## config.mk

```make
export PLATFORM = sky130hd
export DESIGN_NAME = agc_ctr_sched
export DESIGN_NICKNAME = d
export VERILOG_FILES = /design/src/rtl/agc_ctr_pkg.sv /design/src/rtl/agc_ctr_prio_enc.sv /design/src/rtl/agc_ctr_sched.sv
export SDC_FILE = /design/constraint.sdc
export NUM_CORES = 1
export LEC_CHECK = 0
export ABC_AREA = 1
export ABC_CLOCK_PERIOD_IN_PS = 2800
export CAP_MARGIN = 20
export CORE_MARGIN = 2
export CORE_UTILIZATION = 45
export CTS_BUF_LIST = sky130_fd_sc_hd__clkbuf_4 sky130_fd_sc_hd__clkbuf_8
export DETAILED_ROUTE_END_ITERATION = 7
export GPL_TIMING_DRIVEN = 0
export HOLD_SLACK_MARGIN = 0.02
export PLACE_DENSITY = 0.7
export SLEW_MARGIN = 20
export SYNTH_ARGS = -nofsm -noshare
export SYNTH_HDL_FRONTEND = slang
export SYNTH_SLANG_ARGS = --single-unit
```

## constraint.sdc

```tcl
create_clock -name CLOCK -period 2.8 [get_ports CLOCK]
set_input_delay 0.56 -clock CLOCK [delete_from_list [all_inputs] [get_ports CLOCK]]
set_output_delay 0.56 -clock CLOCK [all_outputs]
set_load 0.05 [all_outputs]
```

## src/rtl/agc_ctr_pkg.sv

```systemverilog
// -----------------------------------------------------------------------------
// agc_ctr_pkg
//   Shared types and constants for the AGC involuntary-counter scheduler.
//   - ctr_op_t  : increment operation presented to the sequencer
//   - state_t   : scheduler FSM state
//   - counter address constants for the fixed counter cells
//   - make_op() : builds the op code from the CDU flag and sign
// -----------------------------------------------------------------------------
package agc_ctr_pkg;

    // Encoding is {cdu, minus}, so the op can be assembled directly from
    // the counter's CDU flag and the sign of its pending request.
    typedef enum logic [1:0] {
        PINC = 2'd0,
        MINC = 2'd1,
        PCDU = 2'd2,
        MCDU = 2'd3
    } ctr_op_t;

    typedef enum logic {
        ST_IDLE = 1'b0,
        ST_BUSY = 1'b1
    } state_t;

    // Largest supported counter array; index width is derived from NCTR.
    localparam int unsigned CTR_MAX = 32;

    // Erasable addresses of the involuntary counters (index 0 at 12'o0024).
    localparam logic [11:0] CTR_ADDR_BASE = 12'o0024;
    localparam logic [11:0] CTR_TIME2     = 12'o0024;
    localparam logic [11:0] CTR_TIME1     = 12'o0025;
    localparam logic [11:0] CTR_TIME3     = 12'o0026;
    localparam logic [11:0] CTR_TIME4     = 12'o0027;
    localparam logic [11:0] CTR_TIME5     = 12'o0030;
    localparam logic [11:0] CTR_TIME6     = 12'o0031;
    localparam logic [11:0] CTR_CDUX      = 12'o0032;
    localparam logic [11:0] CTR_CDUY      = 12'o0033;
    localparam logic [11:0] CTR_CDUZ      = 12'o0034;

    function automatic ctr_op_t make_op(input logic cdu, input logic minus);
        return ctr_op_t'({cdu, minus});
    endfunction

endpackage

```

## src/rtl/agc_ctr_prio_enc.sv

```systemverilog
// -----------------------------------------------------------------------------
// agc_ctr_prio_enc
//   Fixed-priority encoder: reports the lowest set bit of req.
//   Ports:
//     req    in   N       request vector, bit 0 = highest priority
//     valid  out  1       any bit of req set
//     idx    out  IDX_W   index of the lowest set bit (0 when none)
//   Purely combinational.
// -----------------------------------------------------------------------------
module agc_ctr_prio_enc #(
    parameter int unsigned N     = 20,
    parameter int unsigned IDX_W = 5
) (
    input  logic [N-1:0]     req,
    output logic             valid,
    output logic [IDX_W-1:0] idx
);

    always_comb begin
        // NOTE: every output gets a default before the loop so no path
        // leaves it unassigned and no latch is inferred.
        valid = |req;
        idx   = '0;
        // Scan from the top down so the last hit written is the lowest index.
        for (int i = int'(N) - 1; i >= 0; i--) begin
            if (req[i]) begin
                idx = IDX_W'(i);
            end
        end
    end

endmodule

```

## src/rtl/agc_ctr_sched.sv

```systemverilog
// -----------------------------------------------------------------------------
// agc_ctr_sched
//   Involuntary-counter increment scheduler. Latches plus/minus requests per
//   counter cell and, at a memory-cycle boundary, steals a counter cycle
//   (INKL) for the highest-priority pending counter, presenting its erasable
//   address and increment op to the sequencer.
//   Ports:
//     CLOCK      in   1     system clock
//     SIM_RST_n  in   1     asynchronous active-low reset
//     GOJAM      in   1     synchronous restart: drop all pending, abort grant
//     REQ_P      in   NCTR  plus-increment pulse per counter
//     REQ_M      in   NCTR  minus-increment pulse per counter
//     CYCLE_END  in   1     end-of-memory-cycle pulse (T12)
//     INHCTR     in   1     inhibits new grants while high
//     CTR_DONE   in   1     sequencer finished the current counter cycle
//     INKL       out  1     counter cycle granted / in service
//     CTR_ADDR   out  12    erasable address of the granted counter
//     CTR_OP     out  2     PINC / MINC / PCDU / MCDU
//     PEND_ANY   out  1     any counter pending or in service
//     LOST       out  1     pulse: a duplicate request was dropped
// -----------------------------------------------------------------------------
module agc_ctr_sched
    import agc_ctr_pkg::*;
#(
    parameter int unsigned     NCTR      = 20,
    parameter logic [11:0]     ADDR_BASE = 12'o0024,
    parameter logic [NCTR-1:0] CDU_MASK  = '0
) (
    input  logic            CLOCK,
    input  logic            SIM_RST_n,
    input  logic            GOJAM,
    input  logic [NCTR-1:0] REQ_P,
    input  logic [NCTR-1:0] REQ_M,
    input  logic            CYCLE_END,
    input  logic            INHCTR,
    input  logic            CTR_DONE,
    output logic            INKL,
    output logic [11:0]     CTR_ADDR,
    output logic [1:0]      CTR_OP,
    output logic            PEND_ANY,
    output logic            LOST
);

    localparam int unsigned IDX_W = (NCTR > 1) ? $clog2(NCTR) : 1;

    // Pending latches. When a counter is granted its latch is moved into
    // service (cleared here) and the service itself is represented by
    // state == ST_BUSY. Any request that reaches the in-service counter
    // therefore lands in an empty latch and becomes a fresh pending entry,
    // which is also why a request in the CTR_DONE cycle survives the clear.
    logic [NCTR-1:0] pp;
    logic [NCTR-1:0] pm;
    logic [NCTR-1:0] pp_nxt;
    logic [NCTR-1:0] pm_nxt;
    logic [NCTR-1:0] lost_vec;
    logic [NCTR-1:0] win_mask;

    state_t          state;
    logic            rearb;      // BUSY cycle spent picking the chained winner
    logic            win_valid;
    logic [IDX_W-1:0] win_idx;
    logic            take;       // a counter is granted at this edge

    agc_ctr_prio_enc #(
        .N     (NCTR),
        .IDX_W (IDX_W)
    ) u_prio_enc (
        .req   (pp | pm),
        .valid (win_valid),
        .idx   (win_idx)
    );

    // A grant happens either from IDLE at a qualifying cycle boundary, or in
    // the re-arbitration cycle that follows a chained CTR_DONE. The chaining
    // decision was already qualified by INHCTR in the CTR_DONE cycle.
    assign take = !GOJAM && win_valid &&
                  (((state == ST_IDLE) && CYCLE_END && !INHCTR) ||
                   ((state == ST_BUSY) && rearb));

    always_comb begin
        win_mask = '0;
        if (take) begin
            win_mask[win_idx] = 1'b1;
        end
    end

    // Next pending state: remove a counter entering service, then apply this
    // cycle's requests. Opposite signs cancel; a repeat of the same sign on
    // an already-pending counter is dropped and flagged.
    always_comb begin
        pp_nxt   = pp & ~win_mask;
        pm_nxt   = pm & ~win_mask;
        lost_vec = '0;
        for (int i = 0; i < int'(NCTR); i++) begin
            if (REQ_P[i] && !REQ_M[i]) begin
                if (pm_nxt[i]) begin
                    pm_nxt[i] = 1'b0;
                end else if (pp_nxt[i]) begin
                    lost_vec[i] = 1'b1;
                end else begin
                    pp_nxt[i] = 1'b1;
                end
            end else if (REQ_M[i] && !REQ_P[i]) begin
                if (pp_nxt[i]) begin
                    pp_nxt[i] = 1'b0;
                end else if (pm_nxt[i]) begin
                    lost_vec[i] = 1'b1;
                end else begin
                    pm_nxt[i] = 1'b1;
                end
            end
        end
    end

    // NOTE: all state here uses non-blocking assignments so every register
    // samples the pre-edge values, independent of statement order.
    always_ff @(posedge CLOCK or negedge SIM_RST_n) begin
        if (!SIM_RST_n) begin
            // NOTE: the pending array is a flop bank, not RAM, and must come
            // out of reset empty, so it is reset like any other state.
            pp       <= '0;
            pm       <= '0;
            state    <= ST_IDLE;
            rearb    <= 1'b0;
            INKL     <= 1'b0;
            CTR_ADDR <= '0;
            CTR_OP   <= PINC;
            LOST     <= 1'b0;
        end else if (GOJAM) begin
            // Restart discards everything, including same-cycle requests.
            pp    <= '0;
            pm    <= '0;
            state <= ST_IDLE;
            rearb <= 1'b0;
            INKL  <= 1'b0;
            LOST  <= 1'b0;
        end else begin
            pp   <= pp_nxt;
            pm   <= pm_nxt;
            LOST <= |lost_vec;
            if (take) begin
                state    <= ST_BUSY;
                rearb    <= 1'b0;
                INKL     <= 1'b1;
                CTR_ADDR <= ADDR_BASE + 12'(win_idx);
                CTR_OP   <= make_op(CDU_MASK[win_idx], pm[win_idx]);
            end else begin
                case (state)
                    ST_IDLE: begin
                        // CTR_DONE is meaningless without a grant.
                    end
                    ST_BUSY: begin
                        if (rearb) begin
                            // Nothing left to chain to (all cancelled).
                            state <= ST_IDLE;
                            rearb <= 1'b0;
                            INKL  <= 1'b0;
                        end else if (CTR_DONE) begin
                            // CYCLE_END is ignored while busy; only CTR_DONE
                            // ends a service.
                            if ((|(pp_nxt | pm_nxt)) && !INHCTR) begin
                                rearb <= 1'b1;
                            end else begin
                                state <= ST_IDLE;
                                INKL  <= 1'b0;
                            end
                        end
                    end
                    default: begin
                        state <= ST_IDLE;
                        INKL  <= 1'b0;
                    end
                endcase
            end
        end
    end

    // The in-service counter still counts as pending until CTR_DONE.
    assign PEND_ANY = (|pp) | (|pm) | (state == ST_BUSY);

endmodule
```

# Word level (Yosys, flattened, before mapping)
# Memory sizes are Yosys's and may differ from the RTL's. A register that Yosys moved wholly into a read port is not among the register bits.
# Cells that the tools add are included.
dict set report classes {
  magnitude_cmp 2
  n_eq_ne 1
  addsub 1
  bitwise 9
  reduce_logical 100
  mux 286
}
# operator count
set op_table {}
lappend op_table {{$mux 1} 261}
lappend op_table {{$mux 5} 20}
lappend op_table {{$reduce_or 20->1} 5}
lappend op_table {{$mux 20} 3}
lappend op_table {{$logic_and 1x1->1} 47}
lappend op_table {{$logic_not 1->1} 43}
lappend op_table {{$and 20x20->20} 2}
lappend op_table {{$or 20x20->20} 2}
lappend op_table {{$not 20->20} 1}
lappend op_table {{$add 5x5->6 const A} 1}
lappend op_table {{$lt 5x6->1 const B} 1}
lappend op_table {{$bmux 1 s5} 1}
lappend op_table {{$demux 1 s5} 1}
lappend op_table {{$ge 5x1->1 const B} 1}
lappend op_table {{$ne 4x4->1 const B} 1}
lappend op_table {{$reduce_bool 4->1} 1}
lappend op_table {{$reduce_and 3->1} 1}
lappend op_table {{$reduce_bool 3->1} 1}
lappend op_table {{$not 1->1} 2}
lappend op_table {{$or 1x1->1} 2}
lappend op_table {{$reduce_and 2->1} 1}
lappend op_table {{$logic_or 1x1->1} 1}
dict set report word_totals {
  in_bits 46
  regBits 58
  out_inout_bits 17
  wordCells 408
  mem_bits_ro 32
  mem_count 1
}
# name depth width read_ports rd_clocked_by_memory_dff wr line
set mem_list {}
lappend mem_list {{(no name shown)} 32 1 1 1 0 agc_ctr_sched.sv:146} ;# CTR_OP <= make_op(CDU_MASK[win_idx], pm[win_idx]);

# Depth between registers and ports, before layout
dict set report logic_depth {
  ltp_word 40
  depth_mapped 34
  depth_no_buf 33
}

# Cells and area by module
# A second synthesis with hierarchy kept.
dict set report unflattened {
  cells_unflattened 678
  area_unflattened_um2 4073.9
}
# mod n_inst area_each_um2 cells_per_inst seq_area_each_um2
set by_module_without_submodules {}
lappend by_module_without_submodules {agc_ctr_sched 1 3794.9 614 1276.2}
lappend by_module_without_submodules {agc_ctr_prio_enc 1 279.0 64 0.0}

# Least setup slack after synthesis
# OpenSTA, ideal clock, no wires.
dict set report synth_timing {
  kind {input to register}
  startpoint {input GOJAM}
  endpoint {register INKL}
  t_arrival_ns 2.441
  cell_stages 19
  setup_time_ns 0.129
  path_slack_ns 0.230
  path_cell_list {clkbuf_1 > nor3_1 > nand2_4 > nor2_1 > inv_1 > nor2_2 > nand4_1 > nand2_1 > nand2_1 > nand3_1 > nand2_1 > nor2_1 > nand2_1 > nor2_1 > nand3_1 > nand2_2 > nand2_1 > nand3_1 > nand2_1}
}
dict set report synth_between {
  elab_chain_cells 14
  elab_cells_between_ends 136
  classes_between {eq/ne: 1; mux: 123; bitwise: 4; reduce/logical: 8}
}
# item line
set synth_lines {}
lappend synth_lines {{from (decl)} agc_ctr_sched.sv:31} ;# input logic GOJAM,
lappend synth_lines {{$logic_not 1->1} agc_ctr_sched.sv:76} ;# assign take = !GOJAM && win_valid &&
lappend synth_lines {{$logic_and 1x1->1 (2 in a row)} agc_ctr_sched.sv:76}
lappend synth_lines {{$mux 20} agc_ctr_sched.sv:82} ;# if (take) begin
lappend synth_lines {{$not 20->20} {agc_ctr_sched.sv:91, agc_ctr_sched.sv:92}}
lappend synth_lines {{$and 20x20->20 (on tied branches)} {agc_ctr_sched.sv:92, agc_ctr_sched.sv:91}}
lappend synth_lines {{$mux 1} agc_ctr_sched.sv:104} ;# if (pp_nxt[i]) begin
lappend synth_lines {{$mux 1} agc_ctr_sched.sv:103} ;# end else if (REQ_M[i] && !REQ_P[i]) begin
lappend synth_lines {{$mux 1} agc_ctr_sched.sv:95} ;# if (REQ_P[i] && !REQ_M[i]) begin
lappend synth_lines {{$or 20x20->20} agc_ctr_sched.sv:161} ;# if ((|(pp_nxt | pm_nxt)) && !INHCTR) begin
lappend synth_lines {{$reduce_or 20->1} agc_ctr_sched.sv:161}
lappend synth_lines {{$logic_and 1x1->1} agc_ctr_sched.sv:161}
lappend synth_lines {{$ne 4x4->1 (no line)} -}
lappend synth_lines {{$reduce_and 3->1 (no line)} -}
lappend synth_lines {{to (signal assigned)} agc_ctr_sched.sv:157} ;# INKL <= 1'b0;
lappend synth_lines {{to (signal assigned)} agc_ctr_sched.sv:165} ;# INKL <= 1'b0;
lappend synth_lines {{to (signal assigned)} agc_ctr_sched.sv:171} ;# INKL <= 1'b0;
lappend synth_lines {{to (decl)} agc_ctr_sched.sv:37} ;# output logic INKL,
# Several ways; a longest one is shown, not always the timed one.
# A chain may end at the register's enable or synchronous reset.

# Final worst setup path
dict set report layout_timing {
  startpoint {register pm[9]}
  endpoint {register INKL}
}
dict set report layout_between {
  elab_chain_cells 26
  elab_cells_between_ends 152
  classes_between {order compare: 2; eq/ne: 1; mux: 135; bitwise: 5; reduce/logical: 9}
}
# item line
set layout_lines {}
lappend layout_lines {{from (decl)} agc_ctr_sched.sv:52} ;# logic [NCTR-1:0] pm;
lappend layout_lines {{from (signal assigned)} agc_ctr_sched.sv:139} ;# pm <= pm_nxt;
lappend layout_lines {{$or 20x20->20} agc_ctr_sched.sv:68} ;# .req (pp | pm),
lappend layout_lines {{$mux 5 (10 in a row)} agc_ctr_prio_enc.sv:26} ;# if (req[i]) begin
lappend layout_lines {{$lt 5x6->1 (implied by the code) / $ge 5x1->1 (equally long branches)} agc_ctr_sched.sv:83} ;# win_mask[win_idx] = 1'b1;
lappend layout_lines {{$logic_and 1x1->1 (implied by the code)} agc_ctr_sched.sv:83}
lappend layout_lines {{$mux 1 (implied by the code)} agc_ctr_sched.sv:83}
lappend layout_lines {{$demux 1 s5} agc_ctr_sched.sv:83}
lappend layout_lines {{$mux 20} agc_ctr_sched.sv:82}
lappend layout_lines {{$not 20->20} {agc_ctr_sched.sv:91, agc_ctr_sched.sv:92}}
lappend layout_lines {{$and 20x20->20 (on tied branches)} {agc_ctr_sched.sv:92, agc_ctr_sched.sv:91}}
lappend layout_lines {{$mux 1} agc_ctr_sched.sv:104}
lappend layout_lines {{$mux 1} agc_ctr_sched.sv:103}
lappend layout_lines {{$mux 1} agc_ctr_sched.sv:95}
lappend layout_lines {{$or 20x20->20} agc_ctr_sched.sv:161}
lappend layout_lines {{$reduce_or 20->1} agc_ctr_sched.sv:161}
lappend layout_lines {{$logic_and 1x1->1} agc_ctr_sched.sv:161}
lappend layout_lines {{$ne 4x4->1 (no line)} -}
lappend layout_lines {{$reduce_and 3->1 (no line)} -}
# Several ways; a longest one is shown, not always the timed one.

==> impl_metrics.env <==
export IMPL_final_area_mm2=0.00523
export IMPL_ir_drop_mv=0.286
export IMPL_synth_compound_area_share=0.0660
export IMPL_seq_area_frac_synth=0.327
export IMPL_grt_overflow=0
export IMPL_cp_arrival_ns=3.23
export IMPL_portBuffers=54
export IMPL_end_kind="flip-flop"
export IMPL_drtAntennaViolNets=0
export IMPL_ios=63
export IMPL_synth_fa_ha_area_frac=0.00320
export IMPL_antenna_cells=0
export IMPL_antenna_found_initial=0
export IMPL_period_needed_ns=3.02
export IMPL_power_switching_mw=1.16
export IMPL_vias_per_cell=5.35
export IMPL_globalplace_congestion=0.976
export IMPL_n_fill_cell=794
export IMPL_violations="negative setup slack"
export IMPL_setup_tns_ns=-0.712
export IMPL_synth_area_mm2=0.00391
export IMPL_firstDrtPassIters=5
export IMPL_clockPowerShare=0.179
export IMPL_cpMostUsedCell="nand2_1"
export IMPL_clkTransAtPathRegs_ns=0.10
export IMPL_hold_class="input port to async pin"
export IMPL_final_max_slew_viol_count=0
export IMPL_die_x_um=97.2
export IMPL_drt_wl_total_mm=13.0
export IMPL_ff2ff_setup_slack_ns=-0.22
export IMPL_power_frac_seq=0.338
export IMPL_grt_util_all_layers=0.272
export IMPL_synth_top_family_by_area="simple AND/OR/NAND/NOR gates"
export IMPL_path_cells="nor2_1, inv_1, nor2_1, nand2_2, nor2_2, nor2_2, nor2_1, inv_2, nor3_4, nand4_1, nand2_1, nand2_1, nand3_2, nand2_1, nor2_2, nand2_1, nor2_2, nand3_2, nand2_2, nand2_1, nand3_1, nand2_1"
export IMPL_cp_slowest_cell="dfrtp_1"
export IMPL_status="complete, but fails checks"
export IMPL_final_setup_viol_count=4
export IMPL_syn_area_per_cell_um2=6.31
export IMPL_drive_gt1_frac=0.217
export IMPL_critPathMaxFanout=5
export IMPL_p_int_mw=1.47
export IMPL_grt_pass1_vias=4195
export IMPL_yosys_area_top_type_share=0.327
export IMPL_slew_headroom=0.529
export IMPL_cp_required_ns=3.01
export IMPL_power_static_leakage_nw=2.61
export IMPL_cts_tree="done"
export IMPL_cts_max_level=2
export IMPL_cpPeakStageDelay_ns=0.44
export IMPL_ys_types=35
export IMPL_grt_pass1_wl_mm=20.3
export IMPL_dp_hpwl_mm=9.61
export IMPL_p_per_area_mw_per_mm2=503
export IMPL_max_slew_worst_pin_slew_ns=0.707
export IMPL_synthXorXnorAreaFrac=0.00224
export IMPL_synth_mux_area_frac=0
export IMPL_drv_cap=0
export IMPL_p_sw_frac=0.440
export IMPL_die_h_um=97.2
export IMPL_fmax_mhz=331
export IMPL_timing_final_crit_share=1.08
export IMPL_clk_latency_ns=0.32
export IMPL_synthSimpleGateAreaFrac=0.500
export IMPL_synth_top_area_cell="dfrtp_1"
export IMPL_vias=4429
export IMPL_setup_slack_ns=-0.222
export IMPL_wl_per_cell_um=15.7
export IMPL_post_dp_cell_area_mm2=0.00460
export IMPL_combPwrFrac=0.483
export IMPL_startpoint_type="flip-flop"
export IMPL_cts_made_buffers=5
export IMPL_cts_root_buffer="clkbuf_8"
export IMPL_grt_max_degree=52
export IMPL_core_mm2=0.00830
export IMPL_drtIter0Drc=338
export IMPL_drc_errors=0
export IMPL_p_total_mw=2.63
export IMPL_cts_buffer_depth=2
export IMPL_hold_viol=0
export IMPL_fp_dieArea_mm2=0.00944
export IMPL_numClockSinks=51
export IMPL_ys_ff_latch=51
export IMPL_finalClockSkew_ns=0.00675
export IMPL_post_place_ws_ns=-0.614
export IMPL_rsz0062_at_grt="true"
export IMPL_synth_top_cells_by_area="dfrtp_1 (33%), nand2_1 (18%), nor2_1 (10%), inv_1 (6.6%), nand3_1 (6.3%)"
export IMPL_start_util=0.471
export IMPL_synth_cells=619
export IMPL_fin_nets=769
export IMPL_rows=33
export IMPL_worstSetupPathType="flip-flop to flip-flop"
export IMPL_area_delta_synth_final_pct=33.8
export IMPL_synth_warnings=0
power by group through the flow:
stage	Sequential [mW]	Combinational, mW	Clock [mW]
3_5_place_dp	0.906	1.05	0
5_1_grt	0.900	1.37	0.501
2_1_floorplan	1.06	0.541	0
3_3_place_gp	0.904	1.05	0
4_1_cts	0.887	1.21	0.472
6_report	0.888	1.27	0.471
what timing repair did:
item | 4_1_cts | 5_1_grt
endpoints found under the hold margin | 0 | 0
setup buffers | 29 | 6
gates resized for setup | 62 | 24
setup endpoints to repair | 6 | 6
gates cloned | 1 | 0
hold buffers | 0 | 0
pin swaps | 40 | 17
worst max-delay path, delay by kind of cell (launching register included):
| kind | cells | cell delay, ns |
|---|---|---|
| flip-flops | 1 | 0.44 |
| buffers and inverters | 2 | 0.13 |
| AND/OR/NAND/NOR | 20 | 2.34 |
metal layers:
metal,wire length [um],vias up,global-route usage,part of all wire
li1,-,2184,-,-
met1,5630,2045,0.346,0.43
met2,6280,175,0.473,0.48
met3,785,25,0.0381,0.060
met4,320,0,0.0932,0.025
met5,0,-,0,0
cells in the mapped netlist, drive strengths merged:
| cell | count |
|---|---|
| o32ai | 3 |
| xor2 | 1 |
| nand4 | 13 |
| nand3 | 56 |
| o22ai | 4 |
| inv | 75 |
| o221ai | 1 |
| clkbuf | 6 |
| o311ai | 1 |
| conb | 1 |
| a22oi | 5 |
| nor4 | 4 |
| nand2 | 192 |
| dfrtp | 51 |
| o21ai | 11 |
| or2 | 1 |
| o211ai | 1 |
| a21oi | 12 |
| a31oi | 4 |
| nor3 | 31 |
| nor2 | 117 |
| nand3b | 16 |
| buf | 12 |
| ha | 1 |
area by class of cell:
type,count,area (um2),area share
multi-input cells,481,2510,0.479
plain buffers,18,129,0.0247
clock inverters,2,12.5,0.00239
repair buffers,90,811,0.155
inverters,75,282,0.0539
flip-flops and latches,51,1280,0.245
well taps,105,131,0.0251
clock buffers,6,76.3,0.0146
cells by family (layout without fill, tap and decap cells):
logic type / count (synthesis) / count (layout)
flops: 51 / 51
compound gates: 42 / 42
xor+xnor: 1 / 1
buf+inv: 93 / 191
fa+ha+maj: 1 / 1
simple gates: 430 / 430
other cells: 1 / 7
path summary, 6_finish.rpt:
kind / from / end / cells past startpoint
min reg2reg: CTR_ADDR[2] / CTR_ADDR[2] / 2
max reg2reg: pm[9] / INKL / 22
min: SIM_RST_n / CTR_ADDR[4] / 1
max in group asynchronous: SIM_RST_n / pm[16] / 1
max: pm[9] / INKL / 22
min in group CLOCK: CTR_ADDR[2] / CTR_ADDR[2] / 2
metrics by stage:
stage / util / hold WS [ns] / std cells
5_1_grt: 0.630 / 0.322 / 828
4_1_cts: 0.616 / 0.306 / 822
2_1_floorplan: - / 0.264 / 625
3_3_place_gp: 0.555 / 0.467 / 784
3_5_place_dp: 0.554 / 0.465 / 784
6_report: 0.630 / 0.279 / 828
cells in the final DEF (no fill, tap or decap), drive strengths merged:
cell / netlist / final
buf: 12 / 48
o21ai: 11 / 11
clkdlybuf4s50: 0 / 52
dlygate4sd2: 0 / 1
nand3: 56 / 56
a21oi: 12 / 12
xor2: 1 / 1
clkinv: 0 / 1
o32ai: 3 / 3
nand2: 192 / 192
a22oi: 5 / 5
dfrtp: 51 / 51
nor4: 4 / 4
clkbuf: 6 / 13
o22ai: 4 / 4
or2: 1 / 1
ha: 1 / 1
o311ai: 1 / 1
nand3b: 16 / 16
a31oi: 4 / 4
inv: 75 / 75
o221ai: 1 / 1
nor2: 117 / 117
nor3: 31 / 31
nand4: 13 / 13
conb: 1 / 7
clkinvlp: 0 / 1
o211ai: 1 / 1
sequential cells by signal (all words and copies together) (netlist names):
signal and flops:
pm 20, pp 20, CTR_ADDR 6, CTR_OP 1, INKL 1, LOST 1, rearb 1, state 1
Power figures use the tool's default switching activity.
